--- src/rtl/muldiv_unit.sv ---
// Iterative RV32M-style multiply/divide unit: one radix-2 step per cycle,
// fixed XLEN-cycle latency for every operation, valid/ready on both sides.
module muldiv_unit #(
    parameter int unsigned XLEN  = 32,
    parameter int unsigned TAG_W = 5
) (
    input  logic             clk,
    input  logic             rst_n,
    input  logic             in_valid,
    output logic             in_ready,
    input  logic [2:0]       in_op,
    input  logic [XLEN-1:0]  in_a,
    input  logic [XLEN-1:0]  in_b,
    input  logic [TAG_W-1:0] in_tag,
    input  logic             flush,
    output logic             out_valid,
    input  logic             out_ready,
    output logic [XLEN-1:0]  out_result,
    output logic [TAG_W-1:0] out_tag
);

    localparam int unsigned CNT_W = $clog2(XLEN);

    typedef enum logic [1:0] {
        S_IDLE = 2'b00,
        S_BUSY = 2'b01,
        S_DONE = 2'b10
    } state_t;

    state_t state, state_nxt;

    // Operation context captured at accept
    logic [2:0]       op_q;
    logic [TAG_W-1:0] tag_q;
    logic [XLEN-1:0]  a_q;
    logic             neg_prod_q;
    logic             neg_rem_q;
    logic             div_zero_q;

    // Iteration registers: product high/low for multiply, remainder/quotient for divide
    logic [XLEN-1:0]  hi_q;
    logic [XLEN-1:0]  lo_q;
    logic [XLEN-1:0]  mcand_q;
    logic [CNT_W-1:0] cnt_q;

    logic             accept;
    logic             last_step;
    logic             load_result;

    logic             a_signed, b_signed, a_neg, b_neg;
    logic [XLEN-1:0]  mag_a, mag_b;

    logic [XLEN:0]    mul_sum;
    logic [XLEN:0]    div_shift;
    logic             div_ge;
    logic [XLEN-1:0]  div_diff;
    logic [XLEN-1:0]  step_hi, step_lo;

    logic [2*XLEN-1:0] prod_raw, prod_fix;
    logic [XLEN-1:0]   quo, rem;
    logic [XLEN-1:0]   result_nxt;

    assign in_ready    = (state == S_IDLE);
    assign out_valid   = (state == S_DONE);
    assign accept      = in_valid & in_ready & ~flush;
    assign last_step   = (state == S_BUSY) && (cnt_q == CNT_W'(XLEN - 1));
    assign load_result = last_step & ~flush;

    // State register
    always_ff @(posedge clk or negedge rst_n) begin
        if (!rst_n) begin
            state <= S_IDLE;
        end else begin
            state <= state_nxt;
        end
    end

    // Next-state logic; flush returns to IDLE from anywhere
    always_comb begin
        state_nxt = state;
        if (flush) begin
            state_nxt = S_IDLE;
        end else begin
            case (state)
                S_IDLE:  if (accept)    state_nxt = S_BUSY;
                S_BUSY:  if (last_step) state_nxt = S_DONE;
                S_DONE:  if (out_ready) state_nxt = S_IDLE;
                default: state_nxt = S_IDLE;
            endcase
        end
    end

    // Operand signedness and magnitudes for the incoming request
    always_comb begin
        a_signed = 1'b0;
        b_signed = 1'b0;
        if (in_op[2]) begin
            a_signed = ~in_op[0];
            b_signed = ~in_op[0];
        end else begin
            a_signed = (in_op[1:0] == 2'b01) || (in_op[1:0] == 2'b10);
            b_signed = (in_op[1:0] == 2'b01);
        end
        a_neg = a_signed & in_a[XLEN-1];
        b_neg = b_signed & in_b[XLEN-1];
        mag_a = a_neg ? -in_a : in_a;
        mag_b = b_neg ? -in_b : in_b;
    end

    // One radix-2 step: shift-add multiply or restoring divide
    always_comb begin
        mul_sum   = {1'b0, hi_q} + (lo_q[0] ? {1'b0, mcand_q} : {(XLEN + 1){1'b0}});
        div_shift = {hi_q, lo_q[XLEN-1]};
        div_ge    = (div_shift >= {1'b0, mcand_q});
        div_diff  = div_shift[XLEN-1:0] - mcand_q;
        step_hi   = '0;
        step_lo   = '0;
        if (op_q[2]) begin
            step_hi = div_ge ? div_diff : div_shift[XLEN-1:0];
            step_lo = {lo_q[XLEN-2:0], div_ge};
        end else begin
            step_hi = mul_sum[XLEN:1];
            step_lo = {mul_sum[0], lo_q[XLEN-1:1]};
        end
    end

    // Sign fix-up and result selection from the final step
    always_comb begin
        prod_raw = {step_hi, step_lo};
        prod_fix = neg_prod_q ? -prod_raw : prod_raw;
        quo      = neg_prod_q ? -step_lo : step_lo;
        rem      = neg_rem_q ? -step_hi : step_hi;
        if (div_zero_q) begin
            quo = '1;
            rem = a_q;
        end
        result_nxt = '0;
        if (op_q[2]) begin
            result_nxt = op_q[1] ? rem : quo;
        end else if (op_q[1:0] == 2'b00) begin
            result_nxt = prod_fix[XLEN-1:0];
        end else begin
            result_nxt = prod_fix[2*XLEN-1:XLEN];
        end
    end

    // Datapath registers: load on accept, iterate while busy
    always_ff @(posedge clk or negedge rst_n) begin
        if (!rst_n) begin
            op_q       <= '0;
            tag_q      <= '0;
            a_q        <= '0;
            neg_prod_q <= 1'b0;
            neg_rem_q  <= 1'b0;
            div_zero_q <= 1'b0;
            hi_q       <= '0;
            lo_q       <= '0;
            mcand_q    <= '0;
            cnt_q      <= '0;
        end else if (accept) begin
            op_q       <= in_op;
            tag_q      <= in_tag;
            a_q        <= in_a;
            neg_prod_q <= a_neg ^ b_neg;
            neg_rem_q  <= a_neg;
            div_zero_q <= in_op[2] && (in_b == '0);
            hi_q       <= '0;
            lo_q       <= mag_a;
            mcand_q    <= mag_b;
            cnt_q      <= '0;
        end else if (state == S_BUSY) begin
            hi_q  <= step_hi;
            lo_q  <= step_lo;
            cnt_q <= cnt_q + CNT_W'(1);
        end
    end

    // Result and tag registers, held through DONE
    always_ff @(posedge clk or negedge rst_n) begin
        if (!rst_n) begin
            out_result <= '0;
            out_tag    <= '0;
        end else if (load_result) begin
            out_result <= result_nxt;
            out_tag    <= tag_q;
        end
    end

endmodule

--- config.mk ---
export PLATFORM = sky130hd
export DESIGN_NAME = muldiv_unit
export DESIGN_NICKNAME = d
export VERILOG_FILES = /design/src/rtl/muldiv_unit.sv
export SDC_FILE = /design/constraint.sdc
export NUM_CORES = 1
export LEC_CHECK = 0
export BUFFER_PORTS_ARGS = -buffer_cell sky130_fd_sc_hd__buf_2
export CAP_MARGIN = 25
export CORE_ASPECT_RATIO = 0.7
export CORE_MARGIN = 4
export CORE_UTILIZATION = 50
export DETAILED_ROUTE_END_ITERATION = 8
export PLACE_DENSITY = 0.65
export SYNTH_ARGS = -nofsm -noshare
export SYNTH_HDL_FRONTEND = slang
export SYNTH_SLANG_ARGS = --single-unit
export TNS_END_PERCENT = 10
--- constraint.sdc ---
create_clock -name clk -period 5.3 [get_ports clk]
set_clock_uncertainty 0.05 [all_clocks]
set_input_delay 0.265 -clock clk [delete_from_list [all_inputs] [get_ports clk]]
set_output_delay 0.265 -clock clk [all_outputs]
set_load 0.005 [all_outputs]
==> impl_metrics.py, run 1 <==
metrics = {
    "outcome": {
        "status": "completed",
    },
    "floorplan": {
        "pin_count": 116,
        "die_w_um": 229.6,
        "core_sq_um": 33700,
        "rows": 56,
        "die_h_um": 163.1,
        "dieArea_sq_um": 37450,
        "initial_core_util_pct": 51.00,
    },
    "final_layout": {
        "nNetsFinal": 2563,
        "ff_latch_area_sq_um": 4584,
        "multi_input_area_sq_um": 11760,
        "drive_above_1_share_pct": 12.86,
        "final.fill_count": 3212,
        "final_cells": 2891,
        "synthToLayoutAreaGrowth_pct": 12.84,
    },
    "drt": {
        "route.detailed.drc": 0,
        "firstDrtPassIters": 6,
        "vias_per_cell": 6.436,
        "drt-total-wl_um": 69100,
        "drt_iter0_drc": 2398,
        "wire_per_inst_um": 23.90,
        "ant_nets": 0,
        "num_vias": 18610,
    },
    "power": {
        "power.density_nw_per_um2": 567.3,
        "leakage_nw": 8.380,
        "ir_drop_mv": 0.2760,
    },
    "global_route": {
        "grt_overflow_total": 0,
        "antenna_found_initial": 3,
        "grt_start_max_net_pins": 122,
        "grt_pass1_vias": 16970,
        "grt.total_usage_pct": 35.93,
        "grt_first_pass_wirelength_um": 104000,
    },
    "logic_synthesis": {
        "synth_top_area_cell": "dfrtp_1",
        "synth_cells": 2299,
        "mappedNetlistArea_sq_um": 17190,
        "synth_warnings": 0,
        "async_flop_share_pct": 100.0,
        "synth_commonest_cells": "nand2_1 (388), o21ai_0 (249), dfrtp_1 (183)",
        "synthFlopType": "dfrtp_1",
        "yosysUniqueCellTypes": 93,
        "ys_seq_elements": 183,
        "yosysMostFrequentCell": "nand2_1",
        "synth-seq-area-share_pct": 26.64,
        "syn_nets": 2449,
        "synth_edf_count": 0,
        "ys_top_cells_by_area": "dfrtp_1 (27%), nand2_1 (8.5%), o21ai_0 (7.3%)",
        "syn_area_per_cell_sq_um": 7.476,
        "synth_top_area_share_pct": 26.64,
    },
    "min_path": {
        "hold_depth": 3,
        "hold_path.class": "in -> reg",
    },
    "sta": {
        "worst_hold_slack_ns": 0.02758,
        "worst_slack_ns": 0.2232,
        "finalSetupViolCount": 0,
        "maxSlewViolCount": 0,
        "tightest_slew_ns": 0.9920,
        "max_freq_ghz": 0.1970,
        "tns_ns": 0,
        "hold_viol": 0,
        "period_share_pct": 95.79,
        "relSlewSlack_pct": 33.58,
        "rsz0062_at_grt": "no",
        "period_needed_ns": 5.077,
    },
    "setup_path": {
        "critical_path_class": "reg -> reg",
        "rr_worst_depth": 14,
        "crit_arrival_ns": 5.40,
        "start_kind": "flop",
        "critPathMaxFanout": 13,
        "required_ns": 5.62,
        "endpoint_kind": "flop",
    },
    "clock_network": {
        "clockBufferDepth": 2,
        "cts_tree": "built",
        "root_buffer": "clkbuf_16",
        "path_clk_slew_ns": 0.09,
        "cts_made_buffers": 17,
        "clk_latency_ns": 0.46,
        "clock-sinks": 183,
        "cts_max_level": 4,
    },
    "place": {
        "gp_congestion": 1.014,
        "dpl.hpwl_um": 53480,
        "place_inst": 2833,
        "port-buffer-count": 115,
        "pre_cts_slack_ns": 0.2990,
    },
    "run": {
        "max_cap_viol_count": 0,
    },
}
[sequential cells by signal (all words and copies together), names as in the netlist, 2 cells and up]
register and flops:
cnt_q 5, mcand_q 32, tag_q 5, hi_q 32, a_q 32, op_q 3, lo_q 32, out_result 32
state 2, out_tag 5
[critical path, cell delays in order (launching register included)]
cell       delay (ns)
dfrtp_1          0.44
ha_1             0.45
a21oi_1          0.34
o21ai_0          0.25
a311oi_2         0.36
o31ai_1          0.16
buf_4            0.23
or4_2            0.61
o311a_1          0.16
or4_4            0.52
or4_4            0.51
o41a_1           0.41
xnor2_1          0.13
a21o_1           0.20
a2bb2oi_1        0.16
[cell families (layout without fill, tap and decap cells)]
kind of cell	after synthesis	count (layout)	share of synthesized area, %
other cells	0	1	0
compound gates	731	731	27.19
mux	51	51	3.014
simple gates	874	874	23.84
fa+ha+maj	73	73	5.401
flops	183	183	26.64
xor+xnor	169	169	8.612
buf+inv	218	345	5.300
[repair_timing]
item / in CTS / in global routing
buffers inserted: 0 / 3
hold buffers: 21 / 0
setup endpoints to repair: 0 / 9
hold endpoints to repair: 82 / 0
resized for setup: 0 / 6
[power by group]
group	total [mW]	internal, mW	switching, mW
logic	7.50	2.74	4.76
registers	2.16	1.71	0.456
clock network	1.34	0.643	0.700
[through the flow]
| stage | area (sq um) | power [mW] | utilization [%] |
|---|---|---|---|
| 2_1_floorplan | 17190 | 6.855 | - |
| 3_3_place_gp | 18510 | 9.296 | 54.91 |
| 3_5_place_dp | 18510 | 9.323 | 54.91 |
| 4_1_cts | 19310 | 10.71 | 57.30 |
| 5_1_grt | 19390 | 11.67 | 57.54 |
| 6_report | 19390 | 11.00 | 57.55 |
[metal layers]
metal / wire length, um / GRT usage [%] / up-vias
met5: 27 / 0 / -
met4: 1205 / 7.711 / 4
met3: 9257 / 12.59 / 94
met2: 26850 / 48.70 / 1055
met1: 31750 / 54.42 / 8886
li1: - / - / 8568
[path summary, 6_finish.rpt]
path | startpoint | to | slack [ns]
setup reg to reg | hi_q[19]$_DFFE_PN0P_ | out_result[22]$_DFFE_PN0P_ | 0.22
max in group asynchronous | rst_n | cnt_q[0]$_DFFE_PN0P_ | 3.77
setup / recovery | hi_q[19]$_DFFE_PN0P_ | out_result[22]$_DFFE_PN0P_ | 0.22
min in group asynchronous | rst_n | hi_q[7]$_DFFE_PN0P_ | 0.27
hold reg to reg | tag_q[4]$_DFFE_PN0P_ | out_tag[4]$_DFFE_PN0P_ | 0.43
hold / removal | in_a[27] | a_q[27]$_DFFE_PN0P_ | 0.03
[layout by cell type, fill, tap and decap left out, types with 17 or more instances in the layout]
master,n
buf_4,101
o31ai_1,27
nand3_1,73
xor2_1,65
nand2b_1,18
nor2_1,145
dlygate4sd3_1,21
dfrtp_1,181
buf_2,114
nand2_1,388
and2_1,39
o21a_1,17
a31oi_1,33
mux2i_1,45
ha_1,71
o21ai_0,249
nand4_1,22
inv_1,74
or3_1,23
clkbuf_16,17
nor4_1,21
nor3_1,51
a21oi_1,145
xnor2_1,104
a21o_1,31
o211ai_1,54
[final cells by class]
class                   count  area share [%]
inverters                  74           1.432
well taps                 464           2.993
multi-input cells        1898           60.61
flip-flops and latches    183           23.64
clock buffers              17           2.193
diodes                      1         0.01290
clock inverters            15          0.8709
repair buffers            239           8.251
Note: power is estimated with default switching activity, not from simulation.
==> inputs of run 2 (changes only) <==
RECOVER_POWER = 100   (was not set)
==> run 2 against run 1 <==
Net effect:
- the flow now finishes with violations (max-capacitance violations, max-slew violations)
- critical path depth up 2
- combinational power about the same
- die area unchanged
- global-route usage unchanged
- largest cell class unchanged
- non-clock buffer count unchanged
- clock power about the same
==> impl_metrics.py, run 2 (same netlist as run 1, synthesis figures left out) <==
metrics = {
    "outcome": {
        "status": "finished, violations left",
        "violations": "max-capacitance violations, max-slew violations",
    },
    "setup_path": {
        "worstPathCellList": "ha_1, and4_1, nand4_1, or4_4, a311o_2, buf_4, a31oi_1, a22o_1, nand4_2, nor4_1, clkbuf_1, nand2_1, nor4_1, and3_1, o31ai_1, a31o_2",
        "required_ns": 5.60,
        "critPathMaxFanout": 9,
        "critical_path_class": "reg -> reg",
        "critPathMostFrequentCell": "nor4_1",
        "reg2reg_to": "out_result[28]$_DFFE_PN0P_",
        "endpoint_kind": "flop",
        "r2r_slack_ns": 0.16,
        "crit_path_max_incr_delay_ns": 0.63,
        "rr_worst_depth": 16,
        "crit_slowest_cell": "or4_4",
        "start_kind": "flop",
        "crit_arrival_ns": 5.44,
        "reg2reg_from": "hi_q[27]$_DFFE_PN0P_",
    },
    "floorplan": {
        "pin_count": 116,
        "die_h_um": 163.1,
        "core_sq_um": 33700,
        "dieArea_sq_um": 37450,
        "rows": 56,
        "die_w_um": 229.6,
        "initial_core_util_pct": 51.00,
    },
    "place": {
        "gp_congestion": 1.014,
        "port-buffer-count": 115,
        "dpl.hpwl_um": 53480,
        "pre_cts_slack_ns": 0.2990,
    },
    "sta": {
        "worst_hold_slack_ns": 0.02661,
        "period_share_pct": 96.98,
        "relSlewSlack_pct": -174.5,
        "tns_ns": 0,
        "worst_slack_ns": 0.1600,
        "tightest_slew_ns": 4.118,
        "period_needed_ns": 5.140,
        "max_freq_ghz": 0.1946,
        "hold_viol": 0,
        "rsz0062_at_grt": "no",
        "finalSetupViolCount": 0,
        "maxSlewViolCount": 383,
    },
    "global_route": {
        "grt_overflow_total": 0,
        "grt_start_max_net_pins": 122,
        "grt_first_pass_wirelength_um": 104000,
        "antenna_found_initial": 3,
        "grt_pass1_vias": 16970,
        "grt.total_usage_pct": 35.93,
    },
    "drt": {
        "firstDrtPassIters": 6,
        "drt-total-wl_um": 69130,
        "ant_nets": 0,
        "num_vias": 18630,
        "wire_per_inst_um": 23.91,
        "vias_per_cell": 6.445,
        "route.detailed.drc": 0,
        "drt_iter0_drc": 2336,
    },
    "clock_network": {
        "cts_made_buffers": 17,
        "cts_max_level": 4,
        "cts_tree": "built",
        "clockBufferDepth": 2,
        "root_buffer": "clkbuf_16",
        "path_clk_slew_ns": 0.08,
        "clk_latency_ns": 0.47,
        "clock-sinks": 183,
    },
    "power": {
        "leakage_nw": 8.227,
        "ir_drop_mv": 0.2766,
        "p_total_mw": 10.98,
        "power.density_nw_per_um2": 569.7,
    },
    "min_path": {
        "min-delay-start": "in_a[27]",
        "hold_path.class": "in -> reg",
        "hold-path-endpoint": "a_q[27]$_DFFE_PN0P_",
        "hold_depth": 3,
    },
    "final_layout": {
        "layout_commonest_cell": "nand2_1",
        "drive_above_1_share_pct": 11.25,
        "nNetsFinal": 2563,
        "layout_common_cells": "nand2_1 (388), o21ai_0 (251), dfrtp_1 (181)",
        "synthToLayoutAreaGrowth_pct": 12.14,
    },
    "run": {
        "max_cap_viol_count": 6,
    },
}
run 2: area by class of cell:
class,instances,area [sq um]
flip-flops and latches,183,4584
repair buffers,239,1506
multi-input cells,1898,11730
diodes,1,2.502
well taps,464,580.6
clock buffers,17,425.4
inverters,74,277.8
clock inverters,15,168.9
fillers,3248,14430
run 2: metal layers:
metal / part of all wire [%] / track usage (%) / vias to the layer above
met3: 13 / 12.59 / 104
li1: - / - / 8561
met5: 0.039 / 0 / -
met4: 1.8 / 7.711 / 4
met2: 39 / 48.70 / 1058
met1: 46 / 54.42 / 8905
run 2: stage by stage:
stage          util [%]  cells  cell area, sq um
2_1_floorplan         -   2299             17190
3_3_place_gp      54.91   2833             18510
3_5_place_dp      54.91   2833             18510
4_1_cts           57.30   2886             19310
5_1_grt           57.18   2890             19270
6_report          57.19   2891             19270
run 2: report_power, final:
group	total [mW]	leakage (nW)	internal (mW)	switching, mW
registers	2.16	2.32	1.71	0.456
clock network	1.35	0.286	0.643	0.704
logic	7.47	5.62	2.72	4.75
total	11.0	8.23	5.07	5.91
run 2: worst max-delay path by stage:
stage / startpoint / endpoint / slack (ns) / depth (start not counted)
after floorplan: hi_q[24]$_DFFE_PN0P_ / out_result[22]$_DFFE_PN0P_ / 0.61 / 19
after global placement: hi_q[25]$_DFFE_PN0P_ / out_result[26]$_DFFE_PN0P_ / 0.39 / 16
after detailed placement: hi_q[25]$_DFFE_PN0P_ / out_result[22]$_DFFE_PN0P_ / 0.30 / 14
after CTS: hi_q[25]$_DFFE_PN0P_ / out_result[22]$_DFFE_PN0P_ / 0.28 / 14
after global routing: hi_q[19]$_DFFE_PN0P_ / out_result[22]$_DFFE_PN0P_ / 0.02 / 18
final: hi_q[27]$_DFFE_PN0P_ / out_result[28]$_DFFE_PN0P_ / 0.16 / 16
run 2: what timing repair did:
| action | 4_1_cts | 5_1_grt |
|---|---|---|
| endpoints found under the setup margin | 0 | 9 |
| buffers inserted | 0 | 3 |
| endpoints found under the hold margin | 82 | 0 |
| resized for setup | 0 | 6 |
| hold buffers | 21 | 0 |
run 2: critical path: cells and delay by family (launching register included):
family	cells	cell delay, ns
compound gates	5	1.25
fa+ha+maj	1	0.41
buf+inv	2	0.44
flops	1	0.42
simple gates	8	2.45
==> inputs of run 3 (changes only) <==
--- a/config.mk
+++ b/config.mk
@@ -10,7 +10,8 @@
 export CORE_ASPECT_RATIO = 0.7
 export CORE_MARGIN = 4
-export CORE_UTILIZATION = 50
+export CORE_UTILIZATION = 60
+export CTS_CLUSTER_SIZE = 28
 export DETAILED_ROUTE_END_ITERATION = 8
-export PLACE_DENSITY = 0.65
+export PLACE_DENSITY = 0.76
 export RECOVER_POWER = 100
 export SYNTH_ARGS = -nofsm -noshare
==> constraint.sdc (replaced) <==
create_clock -name clk -period 5.3 [get_ports clk]
set_clock_uncertainty 0.05 [all_clocks]
set_input_delay 0.265 -clock clk [delete_from_list [all_inputs] [get_ports clk]]
set_output_delay 0.265 -clock clk [all_outputs]
set_load 0.05 [all_outputs]
==> run 3 against run 2 <==
Net effect:
- the run still ends with max-capacitance violations, max-slew violations left
- non-clock buffer count up 10
- via count up 3.4%
- utilization is 11 points higher
- final cell count is 2.9% lower
- worst hold slack got worse by 0.012 ns
- total power grew 3.0%
- critical path type unchanged
- critical endpoint is now out_result[24]$_DFFE_PN0P_
- largest power group unchanged
==> impl_metrics.py, run 3 (same netlist as run 1, synthesis figures left out) <==
metrics = {
    "global_route": {
        "use_met3_pct": 18.17,
        "met2_usage_pct": 57.57,
        "antenna_found_initial": 1,
        "grt_overflow_total": 0,
        "grt_start_max_net_pins": 101,
        "top_usage_layer": "met1",
        "grt.total_usage_pct": 43.60,
        "grt_pass1_vias": 17710,
        "use_met1_pct": 64.15,
        "grt_first_pass_wirelength_um": 105900,
    },
    "power": {
        "p_total_mw": 11.31,
        "leakage_nw": 8.252,
        "power.density_nw_per_um2": 588.3,
        "ir_drop_mv": 0.2910,
    },
    "sta": {
        "period_needed_ns": 5.210,
        "period_share_pct": 98.31,
        "relSlewSlack_pct": -113.8,
        "hold_viol": 0,
        "worst_slack_ns": 0.08974,
        "maxSlewViolCount": 280,
        "rsz0062_at_grt": "yes",
        "finalSetupViolCount": 0,
        "tightest_slew_ns": 3.207,
        "max_freq_ghz": 0.1919,
    },
    "setup_path": {
        "reg2reg_from": "hi_q[26]$_DFFE_PN0P_",
        "crit_arrival_ns": 5.52,
        "required_ns": 5.61,
        "endpoint_kind": "flop",
        "r2r_slack_ns": 0.09,
        "critPathMaxFanout": 10,
        "worstPathCellList": "ha_1, and4_1, nand4_1, buf_4, or4_4, a311o_2, nand3_1, a31oi_1, inv_1, ha_1, inv_1, a211oi_1, nand4_1, or4_4, o31ai_1, xnor2_1, a32oi_1, a22o_1",
        "crit_path_max_incr_delay_ns": 0.62,
        "start_kind": "flop",
        "rr_worst_depth": 18,
        "critical_path_class": "reg -> reg",
        "crit_slowest_cell": "or4_4",
        "reg2reg_to": "out_result[24]$_DFFE_PN0P_",
    },
    "drt": {
        "drt-total-wl_um": 70100,
        "num_vias": 19270,
        "ant_nets": 0,
        "drt_iter0_drc": 3048,
        "vias_per_cell": 6.865,
        "wire_per_inst_um": 24.97,
        "route.detailed.drc": 0,
        "firstDrtPassIters": 6,
    },
    "floorplan": {
        "dieArea_sq_um": 31460,
        "die_h_um": 149.6,
        "rows": 51,
        "pin_count": 116,
        "core_sq_um": 28010,
        "die_w_um": 210.3,
        "initial_core_util_pct": 61.36,
    },
    "min_path": {
        "hold-path-endpoint": "a_q[18]$_DFFE_PN0P_",
        "min-delay-start": "in_a[18]",
        "hold_depth": 3,
        "hold_path.class": "in -> reg",
    },
    "place": {
        "dpl.hpwl_um": 53040,
        "placed_area_sq_um": 18460,
        "place_inst": 2749,
        "gp_congestion": 1.095,
        "pre_cts_slack_ns": 0.1564,
        "port-buffer-count": 115,
    },
    "final_layout": {
        "nNetsFinal": 2573,
        "final_cells": 2807,
        "layout_common_cells": "nand2_1 (388), o21ai_0 (248), dfrtp_1 (182)",
        "drive_above_1_share_pct": 11.49,
        "final_area_sq_um": 19230,
        "synthToLayoutAreaGrowth_pct": 11.88,
        "utilization_pct": 68.65,
        "layout_commonest_cell": "nand2_1",
        "antennaDiodeCount": 0,
    },
    "clock_network": {
        "root_buffer": "clkbuf_16",
        "cts_tree": "built",
        "cts_max_level": 4,
        "cts_made_buffers": 17,
        "clockBufferDepth": 2,
        "clock-sinks": 183,
        "clk_latency_ns": 0.48,
        "path_clk_slew_ns": 0.08,
    },
    "outcome": {
        "violations": "max-capacitance violations, max-slew violations",
        "status": "finished, violations left",
    },
    "run": {
        "max_cap_viol_count": 4,
    },
}
==> run 3: timing repair <==
action                                  4_1_cts  5_1_grt
gates resized for setup                       0        7
endpoints found under the hold margin       115        0
setup buffers                                 0        7
hold buffers                                 18        0
endpoints found under the setup margin        0       17
==> run 3: final cells by class <==
cell class / count / area, sq um
inverter: 74 / 277.8
timing repair buffer: 249 / 1570
clock buffer: 17 / 425.4
multi-input combinational: 1898 / 11740
sequential: 183 / 4583
fill: 2396 / 8783
tap: 371 / 464.2
clock inverter: 15 / 172.7
==> run 3: how the worst max path moves through the flow <==
| stage | from | endpoint | slack, ns |
|---|---|---|---|
| 2_1_floorplan | hi_q[24]$_DFFE_PN0P_ | out_result[22]$_DFFE_PN0P_ | 0.61 |
| 3_3_place_gp | op_q[2]$_DFFE_PN0P_ | out_result[21]$_DFFE_PN0P_ | 0.16 |
| 3_5_place_dp | hi_q[25]$_DFFE_PN0P_ | out_result[4]$_DFFE_PN0P_ | 0.16 |
| 4_1_cts | hi_q[26]$_DFFE_PN0P_ | out_result[26]$_DFFE_PN0P_ | 0.04 |
| 5_1_grt | mcand_q[27]$_DFFE_PN0P_ | out_result[24]$_DFFE_PN0P_ | -0.08 |
| 6_report | hi_q[26]$_DFFE_PN0P_ | out_result[24]$_DFFE_PN0P_ | 0.09 |
==> run 3: through the flow <==
step	TNS, ns	hold WS (ns)
CTS	0	0.001214
detailed placement	0	0.3577
finish	0	0.01441
global route	-0.2416	0.01863
global placement	0	0.3536
floorplan	0	-0.08059
==> run 3: worst max-delay path: cells and delay by family (launching register included) <==
kind | cells | cell delay (ns)
and+or+nand+nor | 6 | 1.91
adders and majority gates | 2 | 0.60
xor gates and xnor gates | 1 | 0.16
AOI/OAI and AO/OA | 6 | 1.53
DFF | 1 | 0.44
buffers and inverters | 3 | 0.43
==> run 3: power breakdown <==
group          internal (mW)  switching, mW  leakage [nW]  total (mW)
sequential              1.71          0.478          2.32        2.19
clock                  0.643          0.726         0.295        1.37
combinational           2.83           4.93          5.64        7.76
total                   5.18           6.14          8.25        11.3
==> run 3: layer usage <==
metal	wire length (um)	part of all wire, %	up-vias
li1	-	-	8567
met1	29460	42	9088
met2	26830	38	1424
met3	11640	17	188
met4	2113	3.0	2
met5	67	0.096	-
